### config.mk
export PLATFORM = sky130hd
export DESIGN_NAME = sram_rmw_ctrl
export DESIGN_NICKNAME = d
export VERILOG_FILES = /design/src/rtl/sram_rmw_ctrl.sv
export SDC_FILE = /design/constraint.sdc
export NUM_CORES = 1
export LEC_CHECK = 0
export ABC_AREA = 1
export BUFFER_PORTS_ARGS = -buffer_cell sky130_fd_sc_hd__buf_2
export CORE_AREA = 4 4 80 82
export DETAILED_ROUTE_END_ITERATION = 10
export DIE_AREA = 0 0 84 86
export PLACE_DENSITY = 0.78
export SYNTH_ARGS = -nofsm -noshare
export SYNTH_HDL_FRONTEND = slang
export SYNTH_SLANG_ARGS = --single-unit
### constraint.sdc
create_clock -name clk -period 2.56 [get_ports clk]
set_input_delay 0.64 -clock clk [delete_from_list [all_inputs] [get_ports clk]]
set_output_delay 0.64 -clock clk [all_outputs]
set_load 0.1 [all_outputs]
### src/rtl/sram_rmw_ctrl.sv
// Request controller for a single-port OpenRAM RW macro: read, write, read-modify-write
// accumulate and clear-all, with a zero-fill sweep after reset.
module sram_rmw_ctrl #(
  parameter int DW       = 8,
  parameter int AW       = 9,
  parameter bit SATURATE = 1'b1
) (
  input  logic          clk,
  input  logic          rst,
  input  logic          req_valid_i,
  output logic          req_ready_o,
  input  logic [1:0]    req_op_i,
  input  logic [AW-1:0] req_addr_i,
  input  logic [DW-1:0] req_data_i,
  output logic          rsp_valid_o,
  output logic [DW-1:0] rsp_data_o,
  output logic          rsp_ovf_o,
  output logic          init_done_o,
  output logic          sram_csb0_o,
  output logic          sram_web0_o,
  output logic [AW-1:0] sram_addr0_o,
  output logic [DW-1:0] sram_din0_o,
  input  logic [DW-1:0] sram_dout0_i
);

  localparam logic [2:0] S_CLEAR    = 3'd0;
  localparam logic [2:0] S_IDLE     = 3'd1;
  localparam logic [2:0] S_RD_CMD   = 3'd2;
  localparam logic [2:0] S_RD_DATA  = 3'd3;
  localparam logic [2:0] S_WR_CMD   = 3'd4;
  localparam logic [2:0] S_ACC_CMD  = 3'd5;
  localparam logic [2:0] S_ACC_DATA = 3'd6;
  localparam logic [2:0] S_ACC_WR   = 3'd7;

  localparam logic [1:0] OP_RD  = 2'b00;
  localparam logic [1:0] OP_WR  = 2'b01;
  localparam logic [1:0] OP_ACC = 2'b10;

  localparam logic [AW:0] CNT_ONE = {{AW{1'b0}}, 1'b1};

  logic [2:0]    state_q, state_d;
  logic [AW:0]   cnt_q, cnt_d;
  logic [DW-1:0] addend_q, addend_d;
  logic [DW-1:0] acc_q, acc_d;
  logic          acc_ovf_q, acc_ovf_d;
  logic          ready_q, ready_d;
  logic          rsp_valid_q, rsp_valid_d;
  logic [DW-1:0] rsp_data_q, rsp_data_d;
  logic          rsp_ovf_q, rsp_ovf_d;
  logic          init_done_q, init_done_d;
  logic          csb_q, csb_d;
  logic          web_q, web_d;
  logic [AW-1:0] addr_q, addr_d;
  logic [DW-1:0] din_q, din_d;

  logic          accept;
  logic [DW:0]   sum;
  logic [DW-1:0] stored;

  // ready is only ever high in IDLE, so this is the whole accept condition
  assign accept = req_valid_i && ready_q;
  assign sum    = {1'b0, sram_dout0_i} + {1'b0, addend_q};
  assign stored = (sum[DW] && SATURATE) ? {DW{1'b1}} : sum[DW-1:0];

  always_comb begin
    state_d     = state_q;
    cnt_d       = cnt_q;
    addend_d    = addend_q;
    acc_d       = acc_q;
    acc_ovf_d   = acc_ovf_q;
    ready_d     = 1'b0;
    rsp_valid_d = 1'b0;
    rsp_data_d  = rsp_data_q;
    rsp_ovf_d   = rsp_ovf_q;
    init_done_d = init_done_q;
    csb_d       = 1'b1;
    web_d       = 1'b1;
    addr_d      = addr_q;
    din_d       = din_q;
    case (state_q)
      S_CLEAR: begin
        // counter MSB marks that all DEPTH words have been issued
        if (cnt_q[AW]) begin
          state_d     = S_IDLE;
          init_done_d = 1'b1;
          ready_d     = 1'b1;
        end else begin
          csb_d  = 1'b0;
          web_d  = 1'b0;
          addr_d = cnt_q[AW-1:0];
          din_d  = '0;
          cnt_d  = cnt_q + CNT_ONE;
        end
      end
      S_IDLE: begin
        ready_d = !accept;
        if (accept) begin
          addend_d = req_data_i;
          case (req_op_i)
            OP_RD: begin
              csb_d   = 1'b0;
              addr_d  = req_addr_i;
              state_d = S_RD_CMD;
            end
            OP_WR: begin
              csb_d   = 1'b0;
              web_d   = 1'b0;
              addr_d  = req_addr_i;
              din_d   = req_data_i;
              state_d = S_WR_CMD;
            end
            OP_ACC: begin
              csb_d   = 1'b0;
              addr_d  = req_addr_i;
              state_d = S_ACC_CMD;
            end
            default: begin
              cnt_d       = '0;
              init_done_d = 1'b0;
              state_d     = S_CLEAR;
            end
          endcase
        end
      end
      S_RD_CMD:  state_d = S_RD_DATA;
      S_RD_DATA: begin
        rsp_valid_d = 1'b1;
        rsp_data_d  = sram_dout0_i;
        rsp_ovf_d   = 1'b0;
        ready_d     = 1'b1;
        state_d     = S_IDLE;
      end
      S_WR_CMD: begin
        ready_d = 1'b1;
        state_d = S_IDLE;
      end
      S_ACC_CMD: state_d = S_ACC_DATA;
      S_ACC_DATA: begin
        csb_d     = 1'b0;
        web_d     = 1'b0;
        din_d     = stored;
        acc_d     = stored;
        acc_ovf_d = sum[DW];
        state_d   = S_ACC_WR;
      end
      S_ACC_WR: begin
        rsp_valid_d = 1'b1;
        rsp_data_d  = acc_q;
        rsp_ovf_d   = acc_ovf_q;
        ready_d     = 1'b1;
        state_d     = S_IDLE;
      end
      default: begin
        cnt_d       = '0;
        init_done_d = 1'b0;
        state_d     = S_CLEAR;
      end
    endcase
  end

  always_ff @(posedge clk) begin
    if (rst) begin
      state_q     <= S_CLEAR;
      cnt_q       <= '0;
      addend_q    <= '0;
      acc_q       <= '0;
      acc_ovf_q   <= 1'b0;
      ready_q     <= 1'b0;
      rsp_valid_q <= 1'b0;
      rsp_data_q  <= '0;
      rsp_ovf_q   <= 1'b0;
      init_done_q <= 1'b0;
      csb_q       <= 1'b1;
      web_q       <= 1'b1;
      addr_q      <= '0;
      din_q       <= '0;
    end else begin
      state_q     <= state_d;
      cnt_q       <= cnt_d;
      addend_q    <= addend_d;
      acc_q       <= acc_d;
      acc_ovf_q   <= acc_ovf_d;
      ready_q     <= ready_d;
      rsp_valid_q <= rsp_valid_d;
      rsp_data_q  <= rsp_data_d;
      rsp_ovf_q   <= rsp_ovf_d;
      init_done_q <= init_done_d;
      csb_q       <= csb_d;
      web_q       <= web_d;
      addr_q      <= addr_d;
      din_q       <= din_d;
    end
  end

  assign req_ready_o  = ready_q;
  assign rsp_valid_o  = rsp_valid_q;
  assign rsp_data_o   = rsp_data_q;
  assign rsp_ovf_o    = rsp_ovf_q;
  assign init_done_o  = init_done_q;
  assign sram_csb0_o  = csb_q;
  assign sram_web0_o  = web_q;
  assign sram_addr0_o = addr_q;
  assign sram_din0_o  = din_q;

endmodule

# Yosys cells after proc, flatten, opt, wreduce, memory -nomap -nowiden
# Cells that the tools add are included.
# word_totals
reg_bits	61
input_bits	30
wordCells	81
# op_classes
n_reduce_logical	17
addsub	2
mux	32
n_eq_ne	15
# op_table
cell	n
8-bit two-way mux	4
10-bit two-way mux	3
9-bit two-way mux	3
8-bit case mux with 3 select lines	1
10-bit case mux with 2 select lines	1
3-bit case mux with 6 select lines	1
9-bit case mux with 2 select lines	1
8-bit case mux with 2 select lines	1
4-bit AND reduction	4
3-bit equality test, second input constant	4
2-bit != test, second input constant	6
10-bit by 1-bit adder with 10-bit output, second input constant	1
8-bit by 8-bit adder with 9-bit output	1
1-bit two-way mux	9
1-bit case mux with 3 select lines	3
3-bit case mux with 3 select lines	1
3-bit by 2-bit equality test with 1-bit output, second input constant	2
3-bit two-way mux	2
3-bit OR reduction	2
1-bit case mux with 2 select lines	2
2-bit AND reduction	2
2-bit nonzero test	2
3-bit by 1-bit equality test with 1-bit output, second input constant	1
3-bit logical NOT	1
8 further kinds	8

# Logic depth before layout (Yosys ltp)
# Gate-level depths: netlist of run 1.
# depth
word_depth	5
ltp_mapped	12
depth_no_buf	12

# Worst setup path before layout of run 1
# No wires, ideal clock.
# synth_timing
kind	input to register
startpoint	in sram_dout0_i[0]
endpoint	reg acc_q[1]
stages	10
required_ns	2.428
path_buffers	0
t_arrival_ns	2.027
setup_slack_ns	0.400
cell_sequence	ha_1 -> fa_1 -> nand2_1 -> nand2_1 -> nand2_1 -> nor2_1 -> nor2_1 -> inv_1 -> o21ai_0 -> a21oi_1
# synth_via
elab_chain_cells	2
# synth_lines
element	line	source
from (decl)	23	input logic [DW-1:0] sram_dout0_i
8-bit by 8-bit adder with 9-bit output	62	assign sum = {1'b0, sram_dout0_i} + {1'b0, addend_q};
8-bit two-way mux	63	assign stored = (sum[DW] && SATURATE) ? {DW{1'b1}} : sum[DW-1:0];
to (signal assigned)	166	acc_q <= '0;
to (signal assigned)	181	acc_q <= acc_d;
to (decl)	44	logic [DW-1:0] acc_q, acc_d;
# Every way passes these cells.
# A chain may end at the register's enable or synchronous reset.

# Worst setup path after layout of run 1
# layout_timing
startpoint	in sram_dout0_i[0]
endpoint	reg acc_q[2]
# The elaborated chain is that of the path after synthesis.

==> metrics.txt, run 1 <==
status=completed; Die ar.=0.00722 mm²; Worst path slowest cell=fa_1; Sequential Power Share=40.4%; post-synthesis mux area share=0%; largest family of logic cells by synthesized area=simple AND/OR/NAND/NOR gates; Post-CTS Setup Repair Bufs=0; Synth cell types=34; area grow syn2layout=17.7%; CTS sink cnt=61; Gate Count Post-Synth=424; Post-synth EDFFs=0; Die Span X=84 µm; Hold Vio Cnt, Final=0; Setup CP Type=input pin to flip-flop; main area contributors after synthesis=dfxtp_1, nand2_1, a21oi_1; GRT Total Usage=22.8%; Hold Buf Count CTS=0; vias in the first global route=2887; first-pass GRT wire length=13300 µm; CTS root buf=clkbuf_8; sw power=0.000958 W; CTS tree=built; critical path required time=2.77 ns; max-slew violations=0; Int Pwr=0.00162 W; non-filler cells, final=566; Register-to-Register Path Depth=10; Max Root-Sink Buffers=2; GRT Residual Overflow=0; mean post-synth cell area=7.21 µm²; FF/Latch Area=0.00122 mm²; crit end category=flip-flop; Final Hold Slack=0.457 ns; unrepaired setup endpoints after global routing=no; first-pass iteration count of the detailed router=4; count leader, synth=nand2_1; Die Ht=86 µm; post-synth net total=468; Post-Route WL=7830 µm; cell leakage power=1.72 nW; Initial Util=53.2%; Worst-path clk slew=0.06 ns; Final min period=2.05 ns; Synth Flop Type=dfxtp_1; fill count=546; Synth Area in Simple Gates=28.3%; Worst Hold Class=flip-flop to flip-flop; Worst Hold Path Cells=2; XOR/XNOR Fraction of Synth Area=1.15%; internal reg-to-reg setup slack=0.61 ns; Tcrit/Tclk final=80.0%; Rows=28; power share of the clock group=32.8%; DP Cell Count=550; Synth Register Bits=61; Worst setup SP type=input pin; TNS Setup=0 ns; Syn. warnings=0; Max rail drop VDD=0.571 mV; # IOs=61; WL/cell=13.8 µm; nets=530; Async SR Flop Fraction=0%; crit-path max FO=6; DRC viols=0; DRT iter0 DRCs=163; Gate power share=26.8%; Reg-to-Reg End=acc_q[2]; Worst-Margin Slew=0.491 ns; Reg-to-Reg Start=addend_q[0]; Worst slew margin=67.5%; area share of the largest cell type after synthesis=40.0%; core area=0.00575 mm²; CTS resizes=0; Synth Cell Area=0.00306 mm²; share of post-route cells with drive strength above 1=20.4%; maxcap violations=0; final core utilization=62.6%; Final GP Congestion=0.852; CTS buffer count=9; area leader, netlist=dfxtp_1; Post-DRT Antenna Nets=0; routed vias=2981; vias per std cell=5.27; # diodes=0; cell mode on critical path=nand2_1; post-synthesis sequential area ratio=40.0%; PD cells=717 mW/mm²; slowest stage delay, CP=0.40 ns; I/O Buffers=60; H-tree Lvls=3; Setup violations, final=0; antenna violations before repair=0; Final Skew=0.00859 ns; CP Cell Sequence=buf_2 > ha_1 > fa_1 > nand2_1 > nand2_1 > nand2_1 > nor2_1 > nor2_1 > inv_1 > o21ai_0 > a21oi_1; critical path arrival=2.26 ns; Hold Crit Endpoint=sram_addr0_o[8]; Post-DP Area=0.00340 mm²; Design Area, Final=0.00360 mm²; DP HPWL=5940 µm; Synth Area in Adders=5.98%; pin count of the biggest net entering global routing=32; multi-input logic area=0.00157 mm²; FMAX=488 MHz; Compound-Gate Fraction of Synth Area=16.1%; min-delay src=sram_addr0_o[8]; clock network latency to the later pin of the worst-skew pair=0.34 ns; switching share of power=37.1%; Commonest cells post-synth=nand2_1, dfxtp_1, a21oi_1, inv_1, nand3_1
==> placed cells by master (no fill, tap or decap), drive strengths merged <==
cell type	n
o21ai	28
a22oi	4
nor2	14
xnor2	1
ha	13
fa	1
nand3	43
clkinv	4
bufinv	1
or2	1
nor3	3
a21oi	57
xor2	3
nand2	129
inv	46
nand4	1
clkinvlp	1
buf	64
o21a	1
a211oi	1
dfxtp	61
clkbuf	12
and3	1
a31oi	1
==> kinds of logic (layout without fill, tap and decap cells) <==
logic type / Yosys count / after routing
AOI/OAI and AO/OA: 92 / 92
xor gates and xnor gates: 4 / 4
buffers and inverters: 61 / 128
adders and majority gates: 14 / 14
DFF: 61 / 61
and+or+nand+nor: 192 / 192
==> per-layer routing <==
layer / part of all wire [%] / track usage [%]
met5: 0 / 0
met4: 2.4 / 9.94
met3: 6.7 / 4.71
met2: 47 / 36.9
met1: 44 / 29.6
==> worst max path at each step <==
| stage | startpoint | cells past startpoint | endpoint |
|---|---|---|---|
| 4_1_cts | sram_dout0_i[0] | 11 | acc_q[1] |
| 3_5_place_dp | sram_dout0_i[0] | 11 | acc_q[1] |
| 2_1_floorplan | sram_dout0_i[0] | 10 | acc_q[1] |
| 3_3_place_gp | sram_dout0_i[0] | 11 | acc_q[0] |
| 6_report | sram_dout0_i[0] | 11 | acc_q[2] |
| 5_1_grt | sram_dout0_i[0] | 11 | acc_q[1] |
==> per-stage QoR <==
step | worst slack (ns) | total power [W]
2_1_floorplan | 0.400 | 0.00162
3_3_place_gp | 0.260 | 0.00174
3_5_place_dp | 0.173 | 0.00175
4_1_cts | 0.522 | 0.00258
5_1_grt | 0.339 | 0.00268
6_report | 0.512 | 0.00258
==> critical path, delay by kind of cell <==
family,cells,cell delay [ns]
AO/OA/AOI/OAI,2,0.35
AND/OR/NAND/NOR,5,0.41
adder cells (fa/ha/maj),2,0.62
buffers and inverters,2,0.23
==> power by group through the flow <==
stage	sequential [W]	clock (W)	combinational [W]
global placement	0.00106	0	0.000679
finish	0.00104	0.000845	0.000692
detailed placement	0.00106	0	0.000686
CTS	0.00104	0.000852	0.000689
floorplan	0.00136	0	0.000252
global route	0.00105	0.000895	0.000741
==> flip-flops by register name, indices dropped and copies added (netlist names) <==
signal and cells:
rsp_valid_o 1, sram_addr0_o 9, sram_csb0_o 1, sram_din0_o 8
rsp_data_o 8, rsp_ovf_o 1, init_done_o 1, req_ready_o 1
state_q 3, sram_web0_o 1, addend_q 8, acc_ovf_q 1
acc_q 8, cnt_q 10
==> final cells by class <==
type                            count  share of cell area (%)
Tap cell                           75                    2.61
Timing Repair Buffer               64                    9.18
Multi-Input combinational cell    302                    43.7
Inverter                           48                    5.18
Clock buffer                       12                    4.03
Clock inverter                      4                    1.32
Sequential cell                    61                    33.9
(Power assumes the default switching activity.)
==> run 2, diff against run 1 <==
--- a/config.mk
+++ b/config.mk
@@ -7,10 +7,10 @@
 export LEC_CHECK = 0
 export ABC_AREA = 1
 export BUFFER_PORTS_ARGS = -buffer_cell sky130_fd_sc_hd__buf_2
-export CORE_AREA = 4 4 80 82
+export CORE_AREA = 4 4 84 86
 export DETAILED_ROUTE_END_ITERATION = 10
-export DIE_AREA = 0 0 84 86
-export PLACE_DENSITY = 0.78
+export DIE_AREA = 0 0 88 90
+export PLACE_DENSITY = 0.74
 export SYNTH_ARGS = -nofsm -noshare
 export SYNTH_HDL_FRONTEND = slang
 export SYNTH_SLANG_ARGS = --single-unit
==> constraint.sdc (replaced) <==
create_clock -name clk -period 1.7 [get_ports clk]
set_input_delay 0.425 -clock clk [delete_from_list [all_inputs] [get_ports clk]]
set_output_delay 0.425 -clock clk [all_outputs]
set_load 0.1 [all_outputs]
==> run 2 against run 1 <==
The run now ends with setup timing left. Routed wire length grew 2.9%. Critical path depth is the same. Register-to-register slack lost 0.64 ns.
==> metrics.txt, run 2 (synthesis results as in run 1) <==
status=complete, but fails checks; violated checks=setup timing; Hold Vio Cnt, Final=0 (unchanged); crit end category=flip-flop; core area=0.00628 mm² (+9.3%); pre-CTS setup slack=-0.406 ns (-0.578 ns); cell leakage power=1.85 nW (+7.4%); # diodes=0 (unchanged); Worst-Margin Slew=0.496 ns (+0.00485 ns); non-filler cells, final=592 (+4.6%); critical path required time=1.91 ns (-0.86 ns); GRT Total Usage=21.1% (-1.7 points); Reg-to-Reg Start=addend_q[0]; slowest stage delay, CP=0.34 ns (-0.06 ns); CP Cell Sequence=ha_4 > fa_2 > nand2_1 > nand2_1 > nand2_2 > nor2_2 > nor2_2 > buf_4 > nand3_1 > nand2_1 > a21oi_1; DRC viols=0 (unchanged); Hold Buf Count CTS=0 (unchanged); fin worst setup slack=-0.0311 ns (-0.543 ns); maxcap violations=0 (unchanged); Top reg by flops=cnt_q; FMAX=578 MHz; Post-DRT Antenna Nets=0 (unchanged); vias in the first global route=2907 (+0.69%); first-pass GRT wire length=13300 µm (-0.16%); Die Ht=90 µm (+4.7%); clock network latency to the later pin of the worst-skew pair=0.33 ns (about the same); Initial Util=48.7% (-4.5 points); area grow syn2layout=25.4%; share of post-route cells with drive strength above 1=27.0% (+6.6 points); CTS buffer count=9 (unchanged); H-tree Lvls=3 (unchanged); CTS sink cnt=61 (unchanged); Die ar.=0.00792 mm² (+9.6%); CTS tree=built; Setup violations, final=6 (+6); DRT iter0 DRCs=159 (-2.5%); crit path launch=addend_q[0]; pin count of the biggest net entering global routing=32 (unchanged); Post-Route WL=8050 µm (+2.9%); max-slew violations=0 (unchanged); unrepaired setup endpoints after global routing=yes; total power=0.00392 W (+52%); Rows=29 (+3.6%); min-delay src=req_data_i[7]; vias per std cell=5.18 (-1.7%); first-pass iteration count of the detailed router=5 (+1); Worst Hold Class=input pin to flip-flop; Worst-path clk slew=0.07 ns (about the same); PD cells=1020 mW/mm² (+43%); GRT Residual Overflow=0 (unchanged); crit-path max FO=3 (-3); WL/cell=13.6 µm (-1.6%); I/O Buffers=60 (unchanged); Tcrit/Tclk final=102%; Die Span X=88 µm (+4.8%); max FFs per register=10 (unchanged); Final GP Congestion=0.883 (+3.6%); most frequent cells in the layout=nand2_1, buf_2, dfxtp_1, a21oi_1, inv_1; antenna violations before repair=0 (unchanged); Worst setup SP type=flip-flop; cell mode on critical path=nand2_1; routed vias=3066 (+2.9%); DP Cell Count=574 (+4.4%); DP HPWL=6090 µm (+2.5%); critical path arrival=1.94 ns (-0.32 ns); commonest non-fill, non-tap cell in the layout=nand2_1; # IOs=61 (unchanged); CTS root buf=clkbuf_8; Worst slew margin=67.2% (-0.32 points); Final min period=1.73 ns; Worst path slowest cell=dfxtp_2; TNS Setup=-0.0787 ns (-0.0787 ns); Max Root-Sink Buffers=2 (unchanged); Final Skew=0.00684 ns (-0.00175 ns); nets=554 (+4.5%); Max rail drop VDD=0.992 mV (+74%); final core utilization=61.0% (-1.6 points); Setup CP Type=flip-flop to flip-flop
run 2: timing repair:
item | 4_1_cts | 5_1_grt
hold endpoints to repair | 0 | 0
pin swaps | 2 | 0
gates resized for setup | 4 | 7
buffers inserted | 1 | 1
endpoints found under the setup margin | 17 | 17
run 2: worst paths after layout:
kind | endpoint | depth (start not counted) | slack [ns]
min | addend_q[7] | 3 | 0.35
min reg2reg | sram_addr0_o[4] | 2 | 0.46
max reg2reg | acc_q[5] | 11 | -0.03
max | acc_q[5] | 11 | -0.03
run 2: critical path: cells and delay by family (launching register included):
kind                       cells  cell delay (ns)
AOI/OAI and AO/OA              1             0.08
adders and majority gates      2             0.50
buffers and inverters          1             0.14
DFF                            1             0.34
and+or+nand+nor                7             0.55
run 2: power breakdown:
part	switching [W]	leakage, nW	internal, W
Combinational	0.000838	1.26	0.000245
Sequential	0.0000584	0.495	0.00151
Clock	0.000555	0.0964	0.000713
run 2: layout make-up:
class / count / area (µm²)
well taps: 77 / 96.3
repair buffers: 88 / 510
clock inverters: 4 / 47.5
inverters: 48 / 186
fillers: 589 / 2450
flip-flops and latches: 61 / 1220
clock buffers: 12 / 145
multi-input cells: 302 / 1620
run 2: per-layer routing:
layer	wire length [µm]	track usage [%]	part of all wire (%)	up-vias
met4	86	7.42	1.1	0
met1	3620	29.8	45	1387
met3	714	4.94	8.9	8
met5	0	0	0	-
li1	-	-	-	1559
met2	3630	31.3	45	112
run 2: metrics by stage:
stage / cell area, µm² / hold WS, ns
finish: 3830 / 0.353
CTS: 3800 / 0.344
global route: 3830 / 0.353
floorplan: 3080 / 0.436
detailed placement: 3590 / 0.449
global placement: 3590 / 0.445
